`src/rtl/placement_eval.sv`:
```
// Purpose: scores a finished placement (edge wirelength cost, longest edge) and checks node legality/overlap.
// Latency: 7 cycles per edge + 3 cycles per node + 2; done rises 7*N_EDGE+3*N_NODE+2 cycles after start.
// Backpressure: none; memories are fixed-latency, start is ignored while busy.
module placement_eval #(
  parameter int N_GRID = 9,
  parameter int N_EDGE = 91,
  parameter int N_NODE = 64,
  parameter int W      = 32
) (
  input  logic                clk,
  input  logic                reset,
  input  logic                start,
  output logic                busy,
  output logic                done,
  output logic [1:0]          err,
  output logic [W-1:0]        err_node,
  output logic signed [W-1:0] cost,
  output logic [W-1:0]        max_len,
  output logic                edge_re,
  output logic [W-1:0]        edge_addr,
  input  logic [W-1:0]        ea_data,
  input  logic [W-1:0]        eb_data,
  output logic                pos_re,
  output logic [W-1:0]        pos_addr,
  input  logic signed [W-1:0] posx_data,
  input  logic signed [W-1:0] posy_data
);

  localparam int NB = N_GRID * N_GRID;
  localparam int IW = (NB > 1) ? $clog2(NB) : 1;
  localparam int CW = (N_GRID > 1) ? $clog2(N_GRID) : 1;

  typedef enum logic [3:0] {
    S_IDLE, S_E_RD, S_E_WAIT, S_PA_RD, S_PA_WAIT, S_PB_RD, S_PB_WAIT,
    S_E_ACC, S_N_RD, S_N_WAIT, S_N_CHK, S_DONE
  } state_t;

  state_t              state_q, state_d;
  logic [W-1:0]        i_q, i_d, k_q, k_d;
  logic [W-1:0]        a_id_q, a_id_d, b_id_q, b_id_d;
  logic [W-1:0]        ax_q, ax_d, ay_q, ay_d;
  logic [1:0]          err_q, err_d;
  logic [W-1:0]        err_node_q, err_node_d;
  logic signed [W-1:0] cost_q, cost_d;
  logic [W-1:0]        max_len_q, max_len_d;
  logic                edge_re_q, edge_re_d, pos_re_q, pos_re_d;
  logic [W-1:0]        edge_addr_q, edge_addr_d, pos_addr_q, pos_addr_d;
  logic [NB-1:0]       bitmap_q, bitmap_d;

  logic [W-1:0]        d_len;
  logic [IW-1:0]       cell_idx;
  logic                a_ok, b_ok;

  // A coordinate is legal when non-negative and strictly below the grid side.
  function automatic logic in_range(input logic [W-1:0] v);
    return !v[W-1] && (v < W'(N_GRID));
  endfunction

  // |a-b| in W-bit two's complement.
  function automatic logic [W-1:0] abs_diff(input logic [W-1:0] a, input logic [W-1:0] b);
    logic [W-1:0] t;
    t = a - b;
    return t[W-1] ? -t : t;
  endfunction

  // Edge length uses the latched A endpoint and the B endpoint arriving now.
  assign d_len    = abs_diff(ax_q, posx_data) + abs_diff(ay_q, posy_data);
  assign a_ok     = in_range(ax_q) && in_range(ay_q);
  assign b_ok     = in_range(posx_data) && in_range(posy_data);
  assign cell_idx = IW'(posx_data[CW-1:0]) * IW'(N_GRID) + IW'(posy_data[CW-1:0]);

  // Next-state and datapath control: edge pass, then node pass, then DONE.
  always_comb begin
    state_d     = state_q;
    i_d         = i_q;
    k_d         = k_q;
    a_id_d      = a_id_q;
    b_id_d      = b_id_q;
    ax_d        = ax_q;
    ay_d        = ay_q;
    err_d       = err_q;
    err_node_d  = err_node_q;
    cost_d      = cost_q;
    max_len_d   = max_len_q;
    edge_re_d   = 1'b0;
    pos_re_d    = 1'b0;
    edge_addr_d = edge_addr_q;
    pos_addr_d  = pos_addr_q;
    bitmap_d    = bitmap_q;
    case (state_q)
      S_IDLE, S_DONE: begin
        if (start) begin
          cost_d     = '0;
          max_len_d  = '0;
          err_d      = 2'd0;
          err_node_d = '0;
          i_d        = '0;
          k_d        = '0;
          bitmap_d   = '0;
          state_d    = S_E_RD;
        end
      end
      S_E_RD: begin
        if (i_q == W'(N_EDGE)) begin
          state_d = S_N_RD;
        end else begin
          edge_re_d   = 1'b1;
          edge_addr_d = i_q;
          state_d     = S_E_WAIT;
        end
      end
      S_E_WAIT:  state_d = S_PA_RD;
      S_PA_RD: begin
        a_id_d     = ea_data;
        b_id_d     = eb_data;
        pos_re_d   = 1'b1;
        pos_addr_d = ea_data;
        state_d    = S_PA_WAIT;
      end
      S_PA_WAIT: state_d = S_PB_RD;
      S_PB_RD: begin
        ax_d       = posx_data;
        ay_d       = posy_data;
        pos_re_d   = 1'b1;
        pos_addr_d = b_id_q;
        state_d    = S_PB_WAIT;
      end
      S_PB_WAIT: state_d = S_E_ACC;
      S_E_ACC: begin
        if (!a_ok) begin
          err_d      = 2'd1;
          err_node_d = a_id_q;
          state_d    = S_DONE;
        end else if (!b_ok) begin
          err_d      = 2'd1;
          err_node_d = b_id_q;
          state_d    = S_DONE;
        end else begin
          cost_d    = cost_q + $signed(d_len) - 1;
          max_len_d = (d_len > max_len_q) ? d_len : max_len_q;
          i_d       = i_q + 1'b1;
          state_d   = S_E_RD;
        end
      end
      S_N_RD: begin
        if (k_q == W'(N_NODE)) begin
          state_d = S_DONE;
        end else begin
          pos_re_d   = 1'b1;
          pos_addr_d = k_q;
          state_d    = S_N_WAIT;
        end
      end
      S_N_WAIT:  state_d = S_N_CHK;
      S_N_CHK: begin
        if (!b_ok) begin
          err_d      = 2'd1;
          err_node_d = k_q;
          state_d    = S_DONE;
        end else if (bitmap_q[cell_idx]) begin
          err_d      = 2'd2;
          err_node_d = k_q;
          state_d    = S_DONE;
        end else begin
          bitmap_d[cell_idx] = 1'b1;
          k_d                = k_q + 1'b1;
          state_d            = S_N_RD;
        end
      end
      default:   state_d = S_IDLE;
    endcase
  end

  // State and result registers; synchronous reset clears everything.
  always_ff @(posedge clk) begin
    if (reset) begin
      state_q     <= S_IDLE;
      i_q         <= '0;
      k_q         <= '0;
      a_id_q      <= '0;
      b_id_q      <= '0;
      ax_q        <= '0;
      ay_q        <= '0;
      err_q       <= 2'd0;
      err_node_q  <= '0;
      cost_q      <= '0;
      max_len_q   <= '0;
      edge_re_q   <= 1'b0;
      pos_re_q    <= 1'b0;
      edge_addr_q <= '0;
      pos_addr_q  <= '0;
      bitmap_q    <= '0;
    end else begin
      state_q     <= state_d;
      i_q         <= i_d;
      k_q         <= k_d;
      a_id_q      <= a_id_d;
      b_id_q      <= b_id_d;
      ax_q        <= ax_d;
      ay_q        <= ay_d;
      err_q       <= err_d;
      err_node_q  <= err_node_d;
      cost_q      <= cost_d;
      max_len_q   <= max_len_d;
      edge_re_q   <= edge_re_d;
      pos_re_q    <= pos_re_d;
      edge_addr_q <= edge_addr_d;
      pos_addr_q  <= pos_addr_d;
      bitmap_q    <= bitmap_d;
    end
  end

  assign busy      = (state_q != S_IDLE) && (state_q != S_DONE);
  assign done      = (state_q == S_DONE);
  assign err       = err_q;
  assign err_node  = err_node_q;
  assign cost      = cost_q;
  assign max_len   = max_len_q;
  assign edge_re   = edge_re_q;
  assign edge_addr = edge_addr_q;
  assign pos_re    = pos_re_q;
  assign pos_addr  = pos_addr_q;

endmodule

```
`config.mk`:
```
export PLATFORM = sky130hd
export DESIGN_NAME = placement_eval
export DESIGN_NICKNAME = d
export VERILOG_FILES = /design/src/rtl/placement_eval.sv
export SDC_FILE = /design/constraint.sdc
export NUM_CORES = 1
export LEC_CHECK = 0
export ABC_CLOCK_PERIOD_IN_PS = 35800
export CORE_MARGIN = 8
export CORE_UTILIZATION = 35
export CTS_CLUSTER_SIZE = 24
export DETAILED_ROUTE_END_ITERATION = 12
export GPL_TIMING_DRIVEN = 0
export PLACE_DENSITY = 0.55
export SYNTH_ARGS = -nofsm -noshare
export SYNTH_HDL_FRONTEND = slang
export SYNTH_SLANG_ARGS = --single-unit
```
`constraint.sdc`:
```
create_clock -name clk -period 35.8 [get_ports clk]
set_input_delay 10.74 -clock clk [delete_from_list [all_inputs] [get_ports clk]]
set_output_delay 10.74 -clock clk [all_outputs]
set_load 0.005 [all_outputs]
```
==> metrics.cfg, run 1 <==
[status]
status = completed

[grt]
grt_pass1_wl_um = 152000
grt_use_total_pct = 21.0
grt_max_degree = 17
antenna_found_initial = 6
grt-ovfl-total = 0
first_global_vias = 25722

[cells_and_area]
drive_gt1_share_pct = 3.75
mostFrequentLayoutCells = nand2_1, dfxtp_1, a21oi_1
synthToLayoutAreaGrowth_pct = 22.1
fillers = 8213
final_common_cell = nand2_1
fin_nets = 4318
post-route-util_pct = 43.1

[sta]
finClkSkew_ps = 76.4
slew-limit-headroom_pct = 21.0
slew_viol_final = 0
finalCriticalPeriod_ps = 20540
worst_slew_pin_slew_ps = 1180
max_freq_mhz = 48.7
setup_violations = 0
hold_slack_ps = 448
hold_viol_final = 0
period_share_pct = 57.4
rsz0062_at_grt = no
fin_tns_setup_ps = 0

[worst_setup_path]
cp_common_cell = a21oi_1
crit_type = input pin to register
cp.required_ps = 36300
crit_path_max_fanout = 10
critPathSlowestCell = clkdlybuf4s50_1
cp-start-kind = input pin
reg2regPathDepth = 36
worstSetupEndpoint = max_len[8]$_SDFFE_PP0P_
slowest_delay_ps = 690
timing.rr.start = ax_q[7]$_SDFFE_PP0P_
end_kind = register
crit_arrival_ps = 21040
r2r_slack_ps = 25820
regToRegEndpoint = max_len[8]$_SDFFE_PP0P_
crit_start = posx_data[1]

[yosys]
synth_edf_count = 0
synth_fa_ha_area_share_pct = 9.45
synthCells = 3629
synth_seq_area_share_pct = 31.7
synth-simple-area-share_pct = 20.9
syn_area_per_cell_um2 = 7.67
synth_cell_types = 91
ys_seq_elements = 441
syn_nets = 3967
synth_area_um2 = 27800
yosysWarningCount = 0
synth_top_family_by_area = simple AND/OR/NAND/NOR gates
synth_xor_area_share_pct = 6.94
async_reset_ff_share_pct = 0
synth_compound_area_share_pct = 20.8
synthMuxAreaShare_pct = 3.92
synth-main-ff-cell = dfxtp_1

[floorplan]
placementRows = 103
die_height_um = 298
fp.dieArea_um2 = 88800
core_um2 = 78900
dieWidth_um = 298
io_pins = 297
start_util_pct = 35.3

[clock_network]
cts_setup_buffers = 0
clkSinkCount = 441
cts_tree = built
htreeDepth = 2
path_clk_slew_ps = 60
numCtsBuffers = 52
insertion_delay_ps = 650
cts_resized = 0
clock_path_buffers = 3
cts_hold_buffers = 0
cts_root_buffer = clkbuf_16

[power]
switchingPower_mw = 0.857
ir_drop_uv = 47.5
power_frac_seq_pct = 25.5
switching_share_pct = 39.7
cellPowerDensity_nw_per_um2 = 63.6
pwr-share-comb_pct = 47.9
clockPowerShare_pct = 26.6
intPower_mw = 1.30
p_leak_nw = 13.1

[hold_path]
hold_start = bitmap_q[67]$_SDFFE_PP0P_
hp-class = register to register

[routing]
drc = 0
routed_wl_um = 97400
drt_iter0_markers = 1701
first_pass_iters = 5
viasPerCell = 5.26
via_count = 26707
avgRoutedWirePerCell_um = 19.2
detail-route-antenna-nets = 0

[place]
routabilityCongestion = 0.894
io_buffers = 295
hpwl_um = 76900

[flow_run]
maxCapViolCount = 0

==> sequential cells by signal, summed over array words and instances, names as in the netlist <==
signal	cells
edge_re	1
edge_addr	32
err_node	32
i_q	32
k_q	32
bitmap_q	81
ay_q	32
cost	32
a_id_q	32
err	2
max_len	32
pos_addr	32
state_q	4
ax_q	32
b_id_q	32
pos_re	1
==> routing by layer <==
metal | share of wire [%] | global-route usage (%) | wire (µm) | up-vias
met3 | 4.9 | 3.26 | 4730 | 133
met4 | 2.8 | 5.76 | 2700 | 10
li1 | - | - | - | 13371
met1 | 45 | 27.5 | 44200 | 12601
met2 | 47 | 35.8 | 45700 | 592
met5 | 0.070 | 0 | 68 | -
==> power by group through the flow <==
| stage | logic (mW) | clock network (mW) | registers [mW] |
|---|---|---|---|
| 2_1_floorplan | 0.738 | 0 | 0.554 |
| 3_3_place_gp | 1.03 | 0 | 0.560 |
| 3_5_place_dp | 1.03 | 0 | 0.560 |
| 4_1_cts | 1.04 | 0.586 | 0.550 |
| 5_1_grt | 1.16 | 0.607 | 0.554 |
| 6_report | 1.03 | 0.575 | 0.550 |
==> critical path: cells and delay by family <==
family          cells  cell delay [ps]
compound gates     19             4500
simple gates        8             2130
buf+inv             6             1920
fa+ha+maj           3             1100
xor+xnor            2              620
==> cell families after synthesis <==
logic type,after synthesis
flip-flops,441
XOR/XNOR,217
AO/OA/AOI/OAI,931
buffers and inverters,459
multiplexers,91
AND/OR/NAND/NOR,1283
adder cells (fa/ha/maj),207
==> how the worst min path moves through the flow <==
stage / end / slack [ps] / cells after the start
after floorplan: bitmap_q[53]$_SDFFE_PP0P_ / 420 / 2
after detailed placement: bitmap_q[67]$_SDFFE_PP0P_ / 440 / 2
after CTS: bitmap_q[67]$_SDFFE_PP0P_ / 450 / 2
after global routing: a_id_q[21]$_SDFFE_PP0P_ / 470 / 2
after global placement: bitmap_q[53]$_SDFFE_PP0P_ / 430 / 2
final: bitmap_q[67]$_SDFFE_PP0P_ / 450 / 2
==> cell type report <==
cell class,instances,area (µm²),area share (%)
tap,1050,1310,3.87
antenna,2,5.00,0.0147
multi-input combinational,2729,17300,50.8
clock buffer,75,1530,4.50
sequential,441,8830,26.0
buffer,185,714,2.10
inverter,274,1030,3.03
clock inverter,21,322,0.947
timing repair buffer,297,2970,8.73
==> metrics by stage <==
stage | std cells | setup slack, ps | power, mW | instance area, µm²
2_1_floorplan | 3629 | 16880 | 1.29 | 27800
5_1_grt | 5072 | 14210 | 2.32 | 34000
6_report | 5074 | 15260 | 2.16 | 34000
3_3_place_gp | 4974 | 12630 | 1.59 | 32100
3_5_place_dp | 4975 | 14310 | 1.59 | 32100
4_1_cts | 5071 | 14900 | 2.18 | 33900
==> synth_stat cells, types with 27 or more instances <==
library cell  count  area (µm²)
a311oi_1         36         315
nand3_1         119         596
and3_1           31         194
mux2i_1          74         741
nand2b_1         28         175
nor2_1          313        1170
a21oi_1         371        1860
nand4_1          44         275
buf_1            27         101
xor2_1          108         946
a22oi_1          36         270
xnor2_1         106         928
nand2_1         547        2050
nor3_1           41         205
ha_1            202        2530
o21ai_0         175         876
a21o_1           78         586
clkbuf_1        147         552
dfxtp_1         441        8830
nor4_1           48         300
a211oi_1         55         413
inv_1           274        1030
Note: power is estimated with default switching activity, not from simulation.
==> inputs of run 2 (changes only) <==
--- a/config.mk
+++ b/config.mk
@@ -5,7 +5,7 @@
 export SDC_FILE = /design/constraint.sdc
 export NUM_CORES = 1
 export LEC_CHECK = 0
-export ABC_CLOCK_PERIOD_IN_PS = 35800
+export ABC_CLOCK_PERIOD_IN_PS = 19150
 export CORE_MARGIN = 8
 export CORE_UTILIZATION = 35
 export CTS_CLUSTER_SIZE = 24
==> constraint.sdc (replaced) <==
create_clock -name clk -period 19.15 [get_ports clk]
set_input_delay 5.745 -clock clk [delete_from_list [all_inputs] [get_ports clk]]
set_output_delay 5.745 -clock clk [all_outputs]
set_load 0.005 [all_outputs]
==> results of run 2 <==
The final DEF is identical to that of run 1. Status: completed.
Main changes from that run: setup slack after placement 14310 ps -> 2660 ps; setup slack after layout 15260 ps -> 3610 ps; register-to-register setup slack 25820 ps -> 9170 ps; total power 2.16 mW -> 4.04 mW; worst IR drop on VDD 47.5 µV -> 88.8 µV
==> inputs of run 3 (changes only) <==
--- a/config.mk
+++ b/config.mk
@@ -5,13 +5,13 @@
 export SDC_FILE = /design/constraint.sdc
 export NUM_CORES = 1
 export LEC_CHECK = 0
-export ABC_CLOCK_PERIOD_IN_PS = 19150
+export ABC_CLOCK_PERIOD_IN_PS = 12600
 export CORE_MARGIN = 8
 export CORE_UTILIZATION = 35
 export CTS_CLUSTER_SIZE = 24
 export DETAILED_ROUTE_END_ITERATION = 12
 export GPL_TIMING_DRIVEN = 0
-export PLACE_DENSITY = 0.55
+export PLACE_DENSITY = 0.57
 export SYNTH_ARGS = -nofsm -noshare
 export SYNTH_HDL_FRONTEND = slang
 export SYNTH_SLANG_ARGS = --single-unit
==> constraint.sdc (replaced) <==
create_clock -name clk -period 12.6 [get_ports clk]
set_input_delay 3.78 -clock clk [delete_from_list [all_inputs] [get_ports clk]]
set_output_delay 3.78 -clock clk [all_outputs]
set_load 0.005 [all_outputs]
==> metrics.cfg, run 3 (same netlist as run 1, synthesis figures left out) <==
[cells_and_area]
synthToLayoutAreaGrowth_pct = 23.0  ; was 22.1%
top_register = bitmap_q  ; unchanged
final_common_cell = nand2_1  ; unchanged
fillers = 8180  ; was 8,213
seq_area_um2 = 8830  ; unchanged
largest_reg_flops = 81  ; unchanged
mostFrequentLayoutCells = nand2_1, dfxtp_1, a21oi_1  ; unchanged
fin_nets = 4325  ; was 4,318
multi_input_area_um2 = 17500  ; was 17,300 µm²
fin_cells = 5081  ; was 5,074
drive_gt1_share_pct = 4.87  ; was 3.75%
post-route-cell-area_um2 = 34200  ; was 34,000 µm²

[power]
cellPowerDensity_nw_per_um2 = 180  ; was 119 nW/µm²
switching_share_pct = 40.0  ; was 39.7%
intPower_mw = 3.69  ; was 2.44 mW
power_frac_seq_pct = 25.4  ; was 25.5%
switchingPower_mw = 2.46  ; was 1.60 mW
pwr-share-comb_pct = 48.7  ; was 47.9%
p_leak_nw = 13.2  ; was 13.1 nW
clockPowerShare_pct = 25.9  ; was 26.6%
ir_drop_uv = 132  ; was 88.8 µV

[clock_network]
clock_path_buffers = 3  ; unchanged
path_clk_slew_ps = 60  ; about the same
htreeDepth = 2  ; unchanged
cts_tree = built  ; unchanged
clkSinkCount = 441  ; unchanged
cts_hold_buffers = 0  ; unchanged
cts_root_buffer = clkbuf_16  ; unchanged
numCtsBuffers = 53  ; was 52
insertion_delay_ps = 630  ; was 650 ps

[grt]
antenna_found_initial = 6  ; unchanged
first_global_vias = 25895  ; was 25,722
grt-ovfl-total = 0  ; unchanged
grt_max_degree = 16  ; was 17
grt_pass1_wl_um = 151000  ; was 152,000 µm
grt_use_total_pct = 20.9  ; was 21.0%

[sta]
worst_slew_pin_slew_ps = 1380  ; was 1180 ps
hold_viol_final = 0  ; unchanged
setup_violations = 0  ; unchanged
setup_ws_ps = 421  ; was 3610 ps
period_share_pct = 96.7
max_freq_mhz = 82.1
finClkSkew_ps = 47.3  ; was 76.4 ps
slew_viol_final = 0  ; unchanged
slew-limit-headroom_pct = 7.34  ; was 21.0%
finalCriticalPeriod_ps = 12180

[floorplan]
die_height_um = 298  ; unchanged
fp.dieArea_um2 = 88800  ; unchanged
placementRows = 103  ; unchanged
io_pins = 297  ; unchanged
dieWidth_um = 298  ; unchanged
start_util_pct = 35.3  ; unchanged
core_um2 = 78900  ; unchanged

[status]
status = completed  ; unchanged

[worst_setup_path]
cp.required_ps = 13080  ; was 19,650 ps
crit_path_max_fanout = 10  ; unchanged
slowest_delay_ps = 600  ; was 690 ps
end_kind = register  ; unchanged
cp-start-kind = input pin  ; unchanged
cp_common_cell = a21o_1  ; was a21oi_1
crit_arrival_ps = 12660  ; was 16,040 ps
critPathSlowestCell = clkdlybuf4s50_1  ; unchanged
critical-path-top-delay-family = compound AO/OA/AOI/OAI gates  ; unchanged
crit_type = input pin to register  ; unchanged
critPathBufInv = 6  ; unchanged

[place]
routabilityCongestion = 0.885  ; was 0.894
hpwl_um = 76000  ; was 76,900 µm
dp.cells = 4975  ; unchanged
io_buffers = 295  ; unchanged
dpl-instance-area_um2 = 32100  ; unchanged
dpl_worst_slack_ps = -2120  ; was 2660 ps

[flow_run]
maxCapViolCount = 0  ; unchanged

[routing]
via_count = 26802  ; was 26,707
routed_wl_um = 97400  ; about the same
viasPerCell = 5.27  ; was 5.26
detail-route-antenna-nets = 0  ; unchanged
drc = 0  ; unchanged
drt_iter0_markers = 1636  ; was 1,701
first_pass_iters = 6  ; was 5
avgRoutedWirePerCell_um = 19.2  ; about the same

[hold_path]
hp-class = register to register  ; unchanged

-- run 3: changes by cell type in the layout (fill, tap and decap cells not counted), moves of 4 or more --
cell             delta
buf_4              +12
clkbuf_1           -11
a21oi_1             -6
a21oi_2             +6
clkbuf_8            -5
a211oi_1            -4
clkdlybuf4s50_1     -4
o21ai_0             -4
-- run 3: path summary, 6_finish.rpt --
kind / from / to / slack (ps) / depth (start not counted)
setup / recovery: posy_data[10] / cost[31]$_SDFFE_PP0P_ / 420 / 39
hold / removal: bitmap_q[33]$_SDFFE_PP0P_ / bitmap_q[33]$_SDFFE_PP0P_ / 450 / 2
setup reg to reg: ax_q[0]$_SDFFE_PP0P_ / max_len[13]$_SDFFE_PP0P_ / 3740 / 43
hold reg to reg: bitmap_q[33]$_SDFFE_PP0P_ / bitmap_q[33]$_SDFFE_PP0P_ / 450 / 2
-- run 3: stage by stage --
stage	power, mW	hold slack, ps	util, %	setup TNS (ps)
after floorplan	3.67	417	-	0
after global placement	4.51	430	40.7	-122260
after detailed placement	4.51	437	40.7	-75790
after CTS	6.16	451	43.1	0
after global routing	6.59	467	43.4	-54.3
final	6.15	449	43.4	0
-- run 3: layer usage --
layer	up-vias	track usage, %	part of all wire (%)
li1	13371	-	-
met1	12616	26.7	44
met2	662	35.3	46
met3	149	3.82	5.5
met4	4	7.21	3.5
met5	-	0	0.027
-- run 3: timing repair --
action	4_1_cts	5_1_grt
gates cloned	0	1
setup endpoints to repair	44	39
setup buffers	3	7
pin swaps	3	7
resized for setup	31	33
-- run 3: power groups by stage --
stage               registers, mW  clock network, mW  logic (mW)
floorplan                    1.57                  0        2.10
global placement             1.59                  0        2.91
detailed placement           1.59                  0        2.92
CTS                          1.56               1.62        2.98
global route                 1.57               1.68        3.34
finish                       1.56               1.59        2.99
-- run 3: layout make-up --
type / instances / share of cell area (%)
plain buffers: 181 / 2.10
well taps: 1050 / 3.84
repair buffers: 307 / 8.90
clock buffers: 72 / 4.35
inverters: 274 / 3.01
clock inverters: 23 / 0.863
multi-input cells: 2729 / 51.1
flip-flops and latches: 441 / 25.8
diodes: 4 / 0.0293
-- run 3: worst reg2reg max path, delay by kind of cell, from the launching register on --
| family | cells | cell delay, ps |
|---|---|---|
| XOR/XNOR | 2 | 560 |
| AO/OA/AOI/OAI | 19 | 3730 |
| adder cells (fa/ha/maj) | 4 | 1300 |
| AND/OR/NAND/NOR | 15 | 2450 |
| buffers and inverters | 3 | 410 |
| flip-flops | 1 | 360 |
